`config.mk`:
```
export PLATFORM = sky130hd
export DESIGN_NAME = dip_scan_deserializer
export DESIGN_NICKNAME = d
export VERILOG_FILES = /design/src/rtl/dip_scan_deserializer.sv
export SDC_FILE = /design/constraint.sdc
export NUM_CORES = 1
export LEC_CHECK = 0
export ABC_AREA = 1
export CAP_MARGIN = 20
export CELL_PAD_IN_SITES_DETAIL_PLACEMENT = 1
export CELL_PAD_IN_SITES_GLOBAL_PLACEMENT = 1
export CORE_ASPECT_RATIO = 1.25
export CORE_MARGIN = 2
export CORE_UTILIZATION = 41
export CTS_CLUSTER_DIAMETER = 60
export DETAILED_ROUTE_END_ITERATION = 12
export GPL_TIMING_DRIVEN = 0
export PLACE_DENSITY_LB_ADDON = 0.1
export SETUP_SLACK_MARGIN = 0.2
export SLEW_MARGIN = 5
export SYNTH_ARGS = -nofsm -noshare
export SYNTH_HDL_FRONTEND = slang
export SYNTH_SLANG_ARGS = --single-unit
```
`constraint.sdc`:
```
create_clock -name i_CLK -period 1.9 [get_ports i_CLK]
set_clock_uncertainty 0.2 [all_clocks]
set_input_delay 0.38 -clock i_CLK [delete_from_list [all_inputs] [get_ports i_CLK]]
set_output_delay 0.38 -clock i_CLK [all_outputs]
set_load 0.02 [all_outputs]
```
`src/rtl/dip_scan_deserializer.sv`:
```
// Serial-to-parallel scanner for the DIP/switch shift-register chain.
// Generates the load strobe, captures one frame and debounces across frames.
module dip_scan_deserializer #(
  parameter int DIP_W         = 16,
  parameter int SW_W          = 5,
  parameter int PAD_W         = 3,
  parameter int STABLE_FRAMES = 2,
  parameter int BYTE_SWAP     = 1
) (
  input  logic             i_CLK,
  input  logic             i_RESET,
  input  logic             i_Enable,
  input  logic             i_Data,
  output logic             o_DIPLatch,
  output logic [DIP_W-1:0] o_DIP,
  output logic [SW_W-1:0]  o_Switch,
  output logic             o_Valid,
  output logic             o_Changed,
  output logic [2:0]       dbg_state
);

  localparam int N       = DIP_W + SW_W;
  localparam int CNT_MAX = N + PAD_W - 1;
  localparam int CNT_W   = $clog2(CNT_MAX + 1);
  localparam int STB_W   = $clog2(STABLE_FRAMES + 1);

  localparam logic [CNT_W-1:0] LAST_SHIFT = CNT_W'(N - 1);
  localparam logic [CNT_W-1:0] LAST_PAD   = CNT_W'((PAD_W > 0) ? PAD_W - 1 : 0);
  localparam logic [STB_W-1:0] STB_MAX    = STB_W'(STABLE_FRAMES);

  typedef enum logic [2:0] {
    S_IDLE   = 3'd0,
    S_LOAD   = 3'd1,
    S_SHIFT  = 3'd2,
    S_PAD    = 3'd3,
    S_COMMIT = 3'd4
  } state_t;

  state_t            state, state_next;
  logic [CNT_W-1:0]  cnt;
  logic [STB_W-1:0]  stable, stable_next;
  logic [DIP_W-1:0]  cap_dip, prev_dip;
  logic [SW_W-1:0]   cap_sw, prev_sw;
  logic              same_cap;
  logic              do_update;

  always_ff @(posedge i_CLK) begin
    if (i_RESET) state <= S_IDLE;
    else         state <= state_next;
  end

  always_comb begin
    state_next = state;
    case (state)
      S_IDLE:   if (i_Enable) state_next = S_LOAD;
      S_LOAD:   state_next = S_SHIFT;
      S_SHIFT:  if (cnt == LAST_SHIFT) state_next = (PAD_W > 0) ? S_PAD : S_COMMIT;
      S_PAD:    if (cnt == LAST_PAD) state_next = S_COMMIT;
      S_COMMIT: state_next = i_Enable ? S_LOAD : S_IDLE;
      default:  state_next = S_IDLE;
    endcase
  end

  assign o_DIPLatch = (state != S_LOAD);
  assign dbg_state  = state;

  // stable counts consecutive identical frames, saturating at STABLE_FRAMES
  always_comb begin
    same_cap    = ({cap_dip, cap_sw} == {prev_dip, prev_sw});
    stable_next = STB_W'(1);
    if (same_cap) stable_next = (stable == STB_MAX) ? stable : stable + STB_W'(1);
    do_update = (stable_next == STB_MAX) &&
                (({cap_dip, cap_sw} != {o_DIP, o_Switch}) || !o_Valid);
  end

  always_ff @(posedge i_CLK) begin
    if (i_RESET) begin
      cnt       <= '0;
      stable    <= '0;
      cap_dip   <= '0;
      cap_sw    <= '0;
      prev_dip  <= '0;
      prev_sw   <= '0;
      o_DIP     <= '0;
      o_Switch  <= '0;
      o_Valid   <= 1'b0;
      o_Changed <= 1'b0;
    end else begin
      o_Changed <= 1'b0;
      case (state)
        S_SHIFT: begin
          cnt <= (cnt == LAST_SHIFT) ? '0 : cnt + CNT_W'(1);
          // chain bit k lands at k^8 when byte-swapped; the map is its own inverse
          for (int i = 0; i < DIP_W; i++) begin
            if (cnt == CNT_W'((BYTE_SWAP != 0) ? (i ^ 8) : i)) cap_dip[i] <= i_Data;
          end
          for (int j = 0; j < SW_W; j++) begin
            if (cnt == CNT_W'(DIP_W + j)) cap_sw[j] <= i_Data;
          end
        end
        S_PAD: cnt <= cnt + CNT_W'(1);
        S_COMMIT: begin
          cnt      <= '0;
          stable   <= stable_next;
          prev_dip <= cap_dip;
          prev_sw  <= cap_sw;
          if (do_update) begin
            o_DIP     <= cap_dip;
            o_Switch  <= cap_sw;
            o_Valid   <= 1'b1;
            o_Changed <= 1'b1;
          end
        end
        default: cnt <= '0;
      endcase
    end
  end

endmodule

```
==> impl_metrics.yaml <==
outcome:
  status: "finished, violations left"
  violations: "setup timing"
clock_network:
  clk_pin_slew_ns: 0.06
  cts_buffers: 9
  cts_tree: "done"
  postCtsHoldBufs: 0
  cts.htree.levels: 3
  clk_path_buf_depth: 2
  clock_sinks: 75
  cts-root-buf: "clkbuf_16"
  clk_latency_ns: 0.35
route:
  first_pass_iters: 4
  via_count: 4264
  vias_per_cell: 5.350
  ant_nets: 0
  wl_per_cell_um: 19.42
  first_iter_violations: 212
  routed_wl_um: 15480
  drc: 0
place:
  numPortBuffers: 29
  gp_congestion: 0.8987
  place_ws_ns: -0.2792
  hpwl_um: 10200
global_route:
  overflow: 0
  grt_max_degree: 13
  first_global_vias: 4485
  antenna_found_initial: 0
  grt_pass1_wl_um: 23200
  groute.usage.overall_pct: 29.40
timing:
  whs_ns: 0.2920
  timing.final.crit_share_pct: 104.3
  setup-violations-final: 21
  setup_ws_ns: -0.08261
  period_minus_slack_ns: 1.983
  max_freq_ghz: 0.5044
  final_hold_viol_count: 0
  rsz0062_at_grt: "yes"
  slew_headroom_pct: 58.21
  worst_pin_slew_ns: 0.6269
  drv_slew: 0
final_layout:
  drive_gt1_share_pct: 26.11
  fin_util_pct: 57.07
  final_nets: 679
  syn2layout_area_growth_pct: 34.58
  antenna_cells: 0
  fillers: 1201
synth:
  syn_inst: 607
  synth_mux_area_share_pct: 0
  ys_ff_latch: 75
  synth_xor_area_share_pct: 2.463
  synthSimpleGateAreaFrac_pct: 33.81
  synth_area_sq_um: 3911
  synthAdderAreaFrac_pct: 1.919
  synthesis.nets: 617
  synth_cell_types: 32
  synth_top_family_by_area: "simple AND/OR/NAND/NOR gates"
  synth-compound-area-share_pct: 12.09
  avgSynthCellArea_sq_um: 6.444
  yosysSeqAreaShare_pct: 38.39
  yosysWarnings: 0
setup_path:
  r2r-start: "cap_dip[10]"
  crit_fanout: 6
  path_class: "flip-flop to flip-flop"
  r2r_slack_ns: -0.08
  endpoint_kind: "flip-flop"
  cp.required_ns: 1.98
  r2r_cells: 9
  crit_arrival_ns: 2.07
  critPathLaunchType: "flip-flop"
  r2r_end: "o_DIP[12]"
die:
  num_rows: 39
  ios: 31
  start_util_pct: 42.41
  die_y_um: 113.2
  die_w_um: 91.36
  die_area_sq_um: 10340
  coreArea_sq_um: 9223
hold_path:
  hp-class: "input port to flip-flop"
  whs_path_depth: 2
  hold_end: "o_Valid"
  min_from: "i_RESET"
power:
  p_leak_uw: 0.002455
  power_uw: 4713
  vdd_drop_max_mv: 0.7787
  power.density_nw_per_um2: 895.5
job:
  cap_violations: 0
==> cell usage in the layout, fill, tap and decap left out, types with 3 or more instances in the layout <==
master / netlist / final
inv_4: 0 / 3
a21oi_1: 41 / 37
nand2_4: 0 / 8
nor2_1: 85 / 72
dfxtp_4: 0 / 10
nor3_4: 0 / 5
a21oi_2: 0 / 4
buf_6: 4 / 10
xnor2_1: 8 / 7
nor2_4: 2 / 6
o21ai_0: 43 / 29
nand2_1: 171 / 151
inv_1: 82 / 67
nor3_1: 12 / 6
dlygate4sd2_1: 0 / 21
clkdlybuf4s15_1: 0 / 3
a31oi_1: 5 / 5
dfxtp_2: 0 / 18
clkbuf_16: 0 / 10
clkbuf_1: 11 / 6
dfxtp_1: 75 / 47
buf_4: 2 / 20
clkbuf_2: 1 / 5
inv_2: 3 / 15
o21ai_2: 0 / 7
xor2_1: 3 / 3
o21ai_1: 1 / 8
nor2_2: 8 / 17
nand3_1: 25 / 23
ha_4: 0 / 4
nand2_2: 1 / 13
==> power breakdown <==
group          internal (uW)  switching [uW]
Clock                    953             723
Combinational            508             770
Sequential              1650             107
Total                   3110            1600
==> Yosys cell counts (all sizes together) <==
library cell / n / area share (%)
nand2: 172 / 17
nor2: 95 / 10
inv: 85 / 8.2
dfxtp: 75 / 38
o21ai: 44 / 5.6
a21oi: 41 / 5.2
nand3: 25 / 3.2
clkbuf: 12 / 1.2
nor3: 12 / 1.5
buf: 10 / 2.0
xnor2: 8 / 1.8
ha: 6 / 1.9
a31oi: 5 / 0.80
nor4: 5 / 0.80
nand4: 4 / 1.2
xor2: 3 / 0.67
or2: 2 / 0.32
a311oi: 1 / 0.22
nand3b: 1 / 0.19
o211ai: 1 / 0.19
==> final cells by class <==
class / count / area [sq um] / area share [%]
Tap cell: 123 / 153.9 / 2.924
Buffer: 22 / 160.2 / 3.043
Clock buffer: 12 / 256.5 / 4.873
Multi-Input combinational cell: 425 / 2323 / 44.14
Clock inverter: 4 / 25.02 / 0.4754
Sequential cell: 75 / 1562 / 29.66
Timing Repair Buffer: 51 / 456.7 / 8.676
Inverter: 85 / 326.6 / 6.204
==> worst max-delay path, stage by stage, from the launching register on <==
cell and delay [ns]:
dfxtp_2 0.35, or2_1 0.23, a21oi_1 0.17, nand3_1 0.15
nor2_4 0.23, nand4_4 0.17, clkbuf_16 0.23, nand2_4 0.06
nand2_2 0.04, nor2_1 0.09
==> through the flow <==
| stage | instance area (sq um) | instances | TNS (ns) |
|---|---|---|---|
| 6_report | 5264 | 797 | -1.184 |
| 5_1_grt | 5264 | 797 | -4.446 |
| 4_1_cts | 4923 | 790 | -0.4754 |
| 3_5_place_dp | 4387 | 759 | -7.171 |
| 3_3_place_gp | 4387 | 759 | -5.938 |
| 2_1_floorplan | 3943 | 607 | 0 |
==> cell families after synthesis <==
family	count (synthesis)
fa+ha+maj	6
simple gates	316
flops	75
buf+inv	107
compound gates	92
xor+xnor	11
==> flip-flops by register name (all words and copies together) (netlist names) <==
register   flops
o_DIP         16
cap_sw         5
cap_dip       16
stable         2
cnt            5
prev_dip      16
dbg_state      3
o_Switch       5
prev_sw        5
o_Changed      1
o_Valid        1
==> worst max-delay path by stage <==
stage	start	to	slack [ns]
after floorplan	cap_dip[3]	o_DIP[11]	0.20
after global placement	cap_dip[8]	o_DIP[10]	-0.25
after detailed placement	cap_dip[8]	o_DIP[11]	-0.28
after CTS	cap_dip[0]	o_DIP[11]	-0.06
after global routing	cap_sw[2]	o_DIP[1]	-0.23
final	cap_dip[10]	o_DIP[12]	-0.08
==> layer usage <==
| layer | GRT usage (%) | part of all wire (%) |
|---|---|---|
| met1 | 31.70 | 39 |
| met2 | 54.91 | 52 |
| met3 | 3.928 | 3.7 |
| met4 | 16.36 | 5.1 |
| met5 | 0 | 0 |
==> repair_timing <==
action                     CTS  global route
gates resized for setup    109           102
cloned                       0             1
buffers inserted            15             6
setup endpoints to repair  101            56
pin swaps                   12            15
No activity file was read; power rests on OpenSTA's default activity.
==> RTL edit 1 (same settings) <==
Register the inputs `i_Enable` and `i_Data` before use, without a reset. The logic sees them one clock later.
--- a/src/rtl/dip_scan_deserializer.sv
+++ b/src/rtl/dip_scan_deserializer.sv
@@ -36,6 +36,14 @@
     S_COMMIT = 3'd4
   } state_t;
 
+  logic i_Enable_q;
+  logic i_Data_q;
+
+  always_ff @(posedge i_CLK) begin
+    i_Enable_q <= i_Enable;
+    i_Data_q   <= i_Data;
+  end
+
   state_t            state, state_next;
   logic [CNT_W-1:0]  cnt;
   logic [STB_W-1:0]  stable, stable_next;
@@ -52,11 +60,11 @@
   always_comb begin
     state_next = state;
     case (state)
-      S_IDLE:   if (i_Enable) state_next = S_LOAD;
+      S_IDLE:   if (i_Enable_q) state_next = S_LOAD;
       S_LOAD:   state_next = S_SHIFT;
       S_SHIFT:  if (cnt == LAST_SHIFT) state_next = (PAD_W > 0) ? S_PAD : S_COMMIT;
       S_PAD:    if (cnt == LAST_PAD) state_next = S_COMMIT;
-      S_COMMIT: state_next = i_Enable ? S_LOAD : S_IDLE;
+      S_COMMIT: state_next = i_Enable_q ? S_LOAD : S_IDLE;
       default:  state_next = S_IDLE;
     endcase
   end
@@ -92,10 +100,10 @@
           cnt <= (cnt == LAST_SHIFT) ? '0 : cnt + CNT_W'(1);
           // chain bit k lands at k^8 when byte-swapped; the map is its own inverse
           for (int i = 0; i < DIP_W; i++) begin
-            if (cnt == CNT_W'((BYTE_SWAP != 0) ? (i ^ 8) : i)) cap_dip[i] <= i_Data;
+            if (cnt == CNT_W'((BYTE_SWAP != 0) ? (i ^ 8) : i)) cap_dip[i] <= i_Data_q;
           end
           for (int j = 0; j < SW_W; j++) begin
-            if (cnt == CNT_W'(DIP_W + j)) cap_sw[j] <= i_Data;
+            if (cnt == CNT_W'(DIP_W + j)) cap_sw[j] <= i_Data_q;
           end
         end
         S_PAD: cnt <= cnt + CNT_W'(1);
Behaviour: not the same (Yosys sat finds a counterexample within 4 cycles, from zero or initial values and one cycle with i_RESET high).
==> RTL edit 1 against the unedited design <==
  * The flow still finishes with violations (setup timing)
  * Setup slack worse by 0.034 ns
  * Design area fell by 3.5%
  * Largest cell class unchanged
  * Non-clock buffer count shrank 7
  * Critical endpoint is now o_Switch[4]
  * Area after synthesis decreased by 0.77%
  * Wire length is 11% lower
  * Die area fell by 0.74%
  * Sequential cell count grew 2
  * Total power fell by 6.6%
==> RTL edit 1: results (changes against the unedited design) <==
Placement
  – RD Place Congestion: 0.864 (was 0.899)
  – Worst slack, placed: -0.239 ns (was -0.279 ns)
  – Detail Placement HPWL: 9.56 mm (was 10.2 mm)
  – DP Cell Count: 749 (was 759)

Timing
  – Worst rel slew slack: 46.1% (was 58.2%)
  – Setup violators final: 21 (unchanged)
  – Setup slack after layout: -0.117 ns (was -0.0826 ns)
  – Hold Slack: 0.280 ns (was 0.292 ns)

Route
  – Drt pass-1 iters: 6 (was 4)
  – Met3 wire len: 280 µm (was 573 µm)
  – Vias/cell: 5.20 (was 5.35)
  – DRT iter0 DRCs: 165 (was 212)
  – Routed length on met1: 5.62 mm (was 6.08 mm)

Power and ir drop
  – Leak: 2.44 nW (was 2.45 nW)
  – Peak supply drop: 581 µV (was 779 µV)
  – Seq pwr share: 39.8% (was 37.3%)

Setup path
  – Crit-path max cell delay: 0.32 ns (was 0.35 ns)
  – Data arrival, critical path: 2.09 ns (was 2.07 ns)
  – Worst r2r src: cap_sw[0] (was cap_dip[10])
  – Worst setup endpoint: o_Switch[4] (was o_DIP[12])
  – Largest fanout on the critical path: 10 (was 6)

Global routing
  – Met3 GRT Util: 3.40% (was 3.93%)
  – First-pass GRT wire length: 21.4 mm (was 23.2 mm)
  – Grt met1 use: 29.7% (was 31.7%)
  – Vias in the first global route: 4362 (was 4485)

Synth
  – Distinct cells, synth: 31 (was 32)
  – Most frequent cells after synthesis: 191 x nand2_1, 87 x nor2_1, 77 x dfxtp_1 (was 171 x nand2_1, 85 x nor2_1, 82 x inv_1)

Final layout
  – Number of nets in the layout: 664 (was 679)
  – Non-Filler Instances: 782 (was 797)
  – # fillers: 1218 (was 1201)

Hold path
  – Hold worst-path end: i_Enable_q (was o_Valid)
  – Hold Path Depth: 1 (was 2)
  – HP Start: i_Enable (was i_RESET)

Status
  – Failing checks: setup timing (unchanged)
  – Status: finished with violations (unchanged)
==> RTL edit 1: cell count changes after synthesis, sizes merged, moves of 4 or more <==
cell,delta
inv,-10
nand3,-14
clkbuf,-4
nand2,+20
==> RTL edit 1: repair_timing <==
| item | 4_1_cts | 5_1_grt |
|---|---|---|
| buffers inserted | 8 | 9 |
| hold buffers | 0 | 0 |
| setup endpoints to repair | 101 | 63 |
| pin swaps | 9 | 18 |
| gates resized for setup | 89 | 65 |
==> RTL edit 1: layout make-up <==
cell class	instances	area [µm²]	share of cell area, %
Multi-Input combinational cell	425	2180	43.0
Inverter	75	292	5.74
Buffer	19	149	2.93
Tap cell	123	154	3.03
Sequential cell	77	1590	31.3
Timing Repair Buffer	47	403	7.93
Clock buffer	13	270	5.32
Clock inverter	3	42.5	0.837
==> RTL edit 1: cells by family after synthesis <==
kind of cell | synth area share (%)
AOI/OAI and AO/OA | 11.8
xor gates and xnor gates | 2.26
adders and majority gates | 1.93
buffers and inverters | 10.3
DFF | 39.7
and+or+nand+nor | 34.0
==> RTL edit 2 (same settings) <==
Without the edit above. The parameter `DIP_W` goes from 16 to 32.
--- a/src/rtl/dip_scan_deserializer.sv
+++ b/src/rtl/dip_scan_deserializer.sv
@@ -1,7 +1,7 @@
 // Serial-to-parallel scanner for the DIP/switch shift-register chain.
 // Generates the load strobe, captures one frame and debounces across frames.
 module dip_scan_deserializer #(
-  parameter int DIP_W         = 16,
+  parameter int DIP_W         = 32,
   parameter int SW_W          = 5,
   parameter int PAD_W         = 3,
   parameter int STABLE_FRAMES = 2,
Ports: changed (resized o_DIP); port bits go from 31 to 47. No check against the original RTL was run, so the function may have changed too.
==> RTL edit 2 against the unedited design <==
  * The run still ends with setup timing left
  * Sequential cell count increased by 49
  * Die area rose by 62%
  * Total power rose by 67%
  * Hold slack lost 0.038 ns
  * Core utilization rose by 1.6 points
  * Setup slack lost 0.32 ns
  * Cell count rose by 67%
  * Global-route usage grew 2.7 points
  * Sequential power grew 58%
  * Design area rose by 73%
  * Area after synthesis is 65% higher
  * Wire length up 86%
  * Fmax decreased by 14%
  * Critical path type unchanged
  * Largest power group is now the clock network
  * Highest routed layer unchanged
==> RTL edit 2: results (changes against the unedited design) <==
Clock network
  – CTS root buf: clkbuf_16 (unchanged)
  – Num CTS Buffers: 17 (was 9)
  – CTS H-tree depth: 4 (was 3)
  – Worst-Skew Late Latency: 0.43 ns (was 0.35 ns)

Global routing
  – Initial antenna violation count: 0 (unchanged)
  – All-Layer GR Usage: 32.2% (was 29.4%)
  – Largest net degree at the start of global routing: 17 (was 13)
  – Vias in the first global route: 7129 (was 4485)
  – First-pass GRT wire length: 39.7 mm (was 23.2 mm)

Placement
  – Detail Placement HPWL: 18.5 mm (was 10.2 mm)
  – RD Place Congestion: 0.920 (was 0.899)
  – I/O Buffers: 44 (was 29)
  – Worst slack, placed: -0.618 ns (was -0.279 ns)

Synth
  – Synth Net Count: 1017 (was 617)
  – Distinct cells, synth: 28 (was 32)
  – Adder-cell share of the synthesized area: 0.971% (was 1.92%)
  – Post-Synth XOR/XNOR Area: 3.54% (was 2.46%)
  – Synth Area in Compound Gates: 11.5% (was 12.1%)
  – Post-synthesis mux area share: 0% (unchanged)
  – Sequential area share after synthesis: 38.5% (was 38.4%)
  – Most frequent cells after synthesis: 224 x nand2_1, 157 x nor2_1, 138 x inv_1 (was 171 x nand2_1, 85 x nor2_1, 82 x inv_1)
  – Area contributors post-synth: dfxtp_1 39%, nand2_1 13%, nor2_1 9.1%, inv_1 8.0%, a21oi_1 6.1% (was dfxtp_1 38%, nand2_1 16%, nor2_1 8.2%, inv_1 7.9%, o21ai_0 5.5%)

Final layout
  – Fraction of layout cells with a size suffix above 1: 31.6% (was 26.1%)
  – Ant diodes: 0 (unchanged)
  – Number of nets in the layout: 1119 (was 679)
  – Biggest regs: cap_dip x32, o_DIP x32, prev_dip x32 (was cap_dip x16, o_DIP x16, prev_dip x16)
  – # fillers: 1962 (was 1201)

Power and ir drop
  – Leak: 3.74 nW (was 2.45 nW)
  – Peak supply drop: 505 µV (was 779 µV)

Setup path
  – Data arrival, critical path: 2.42 ns (was 2.07 ns)
  – Largest fanout on the critical path: 5 (was 6)

Route
  – DRT iter0 DRCs: 498 (was 212)
  – Vias/cell: 5.51 (was 5.35)
  – Drt pass-1 iters: 5 (was 4)
  – Post-Route WL: 28.7 mm (was 15.5 mm)

Timing
  – Setup slack after layout: -0.400 ns (was -0.0826 ns)
  – Setup violators final: 41 (was 21)
  – Slew @ Worst Pin: 0.727 ns (was 0.627 ns)

Status
  – Status: finished with violations (unchanged)
  – Failing checks: setup timing (unchanged)
==> RTL edit 2: changes by cell type in the layout (fill, tap and decap cells not counted), moves of 14 or more <==
cell             unedited run  this run
dfxtp_1                    47        64
clkdlybuf4s15_2             0        29
nand2_1                   151       208
inv_1                      67       114
nor2_1                     72       100
dfxtp_4                    10        27
nand3_2                     1        15
nand3_1                    23        54
dfxtp_2                    18        33
nor2_2                     17        46
dlygate4sd2_1              21         1
o21ai_0                    29        47
nor3_1                      6        28
a21oi_1                    37        71
==> RTL edit 2: repair_timing <==
item,4_1_cts,5_1_grt
gates resized for setup,271,210
setup endpoints to repair,166,139
buffers inserted,21,14
pin swaps,10,74
gates cloned,2,2
==> RTL edit 2: cell families after synthesis <==
logic type	Yosys count
buffers and inverters	188
XOR/XNOR	26
flip-flops	124
AND/OR/NAND/NOR	518
adder cells (fa/ha/maj)	5
AO/OA/AOI/OAI	147
==> RTL edit 2: report_power, final <==
| part | switching [mW] | internal, mW |
|---|---|---|
| combinational | 1.02 | 0.585 |
| clock | 1.24 | 2.25 |
| sequential | 0.109 | 2.67 |
| total | 2.37 | 5.51 |
==> RTL edit 2: layout make-up <==
class,instances,area [µm²],area share (%)
buffer,40,387,4.25
clock buffer,24,472,5.18
clock inverter,7,138,1.51
inverter,148,588,6.46
multi-input combinational,696,3770,41.4
sequential,124,2630,28.9
tap,212,265,2.92
timing repair buffer,83,855,9.39
==> RTL edit 2: worst max-delay path: stages (launching register included) <==
cell and delay (ns):
dfxtp_1 0.42, inv_1 0.07, nand2_1 0.17, nand4_1 0.18, nor2_1 0.19, nand2_1 0.08
nor2_1 0.13, nand3_1 0.11, nand3_2 0.12, nor2_4 0.05, buf_6 0.13, buf_8 0.14
nor2_1 0.13, nor2_1 0.07
==> RTL edit 2: worst paths after layout <==
path,start,to,slack (ns),depth (start not counted)
min reg2reg,cnt[0],cnt[0],0.27,1
max reg2reg,o_DIP[28],o_DIP[28],-0.40,13
min,i_RESET,dbg_state[1],0.25,2
max,o_DIP[28],o_DIP[28],-0.40,13
==> RTL edit 2: metrics by stage <==
step	instance area, µm²	hold slack [ns]	util, %	std cells	TNS (ns)
2_1_floorplan	6490	0.244	-	1008	0
3_3_place_gp	7200	0.269	46.4	1264	-32.65
3_5_place_dp	7200	0.270	46.4	1264	-35.10
4_1_cts	8480	0.205	54.7	1318	-9.00
5_1_grt	9100	0.263	58.7	1334	-17.60
6_report	9100	0.254	58.7	1334	-13.08
==> RTL edit 2: metal layers <==
metal	share of wire, %	track usage (%)
met1	39	36.6
met2	49	57.1
met3	4.8	5.11
met4	7.0	17.3
met5	0	0
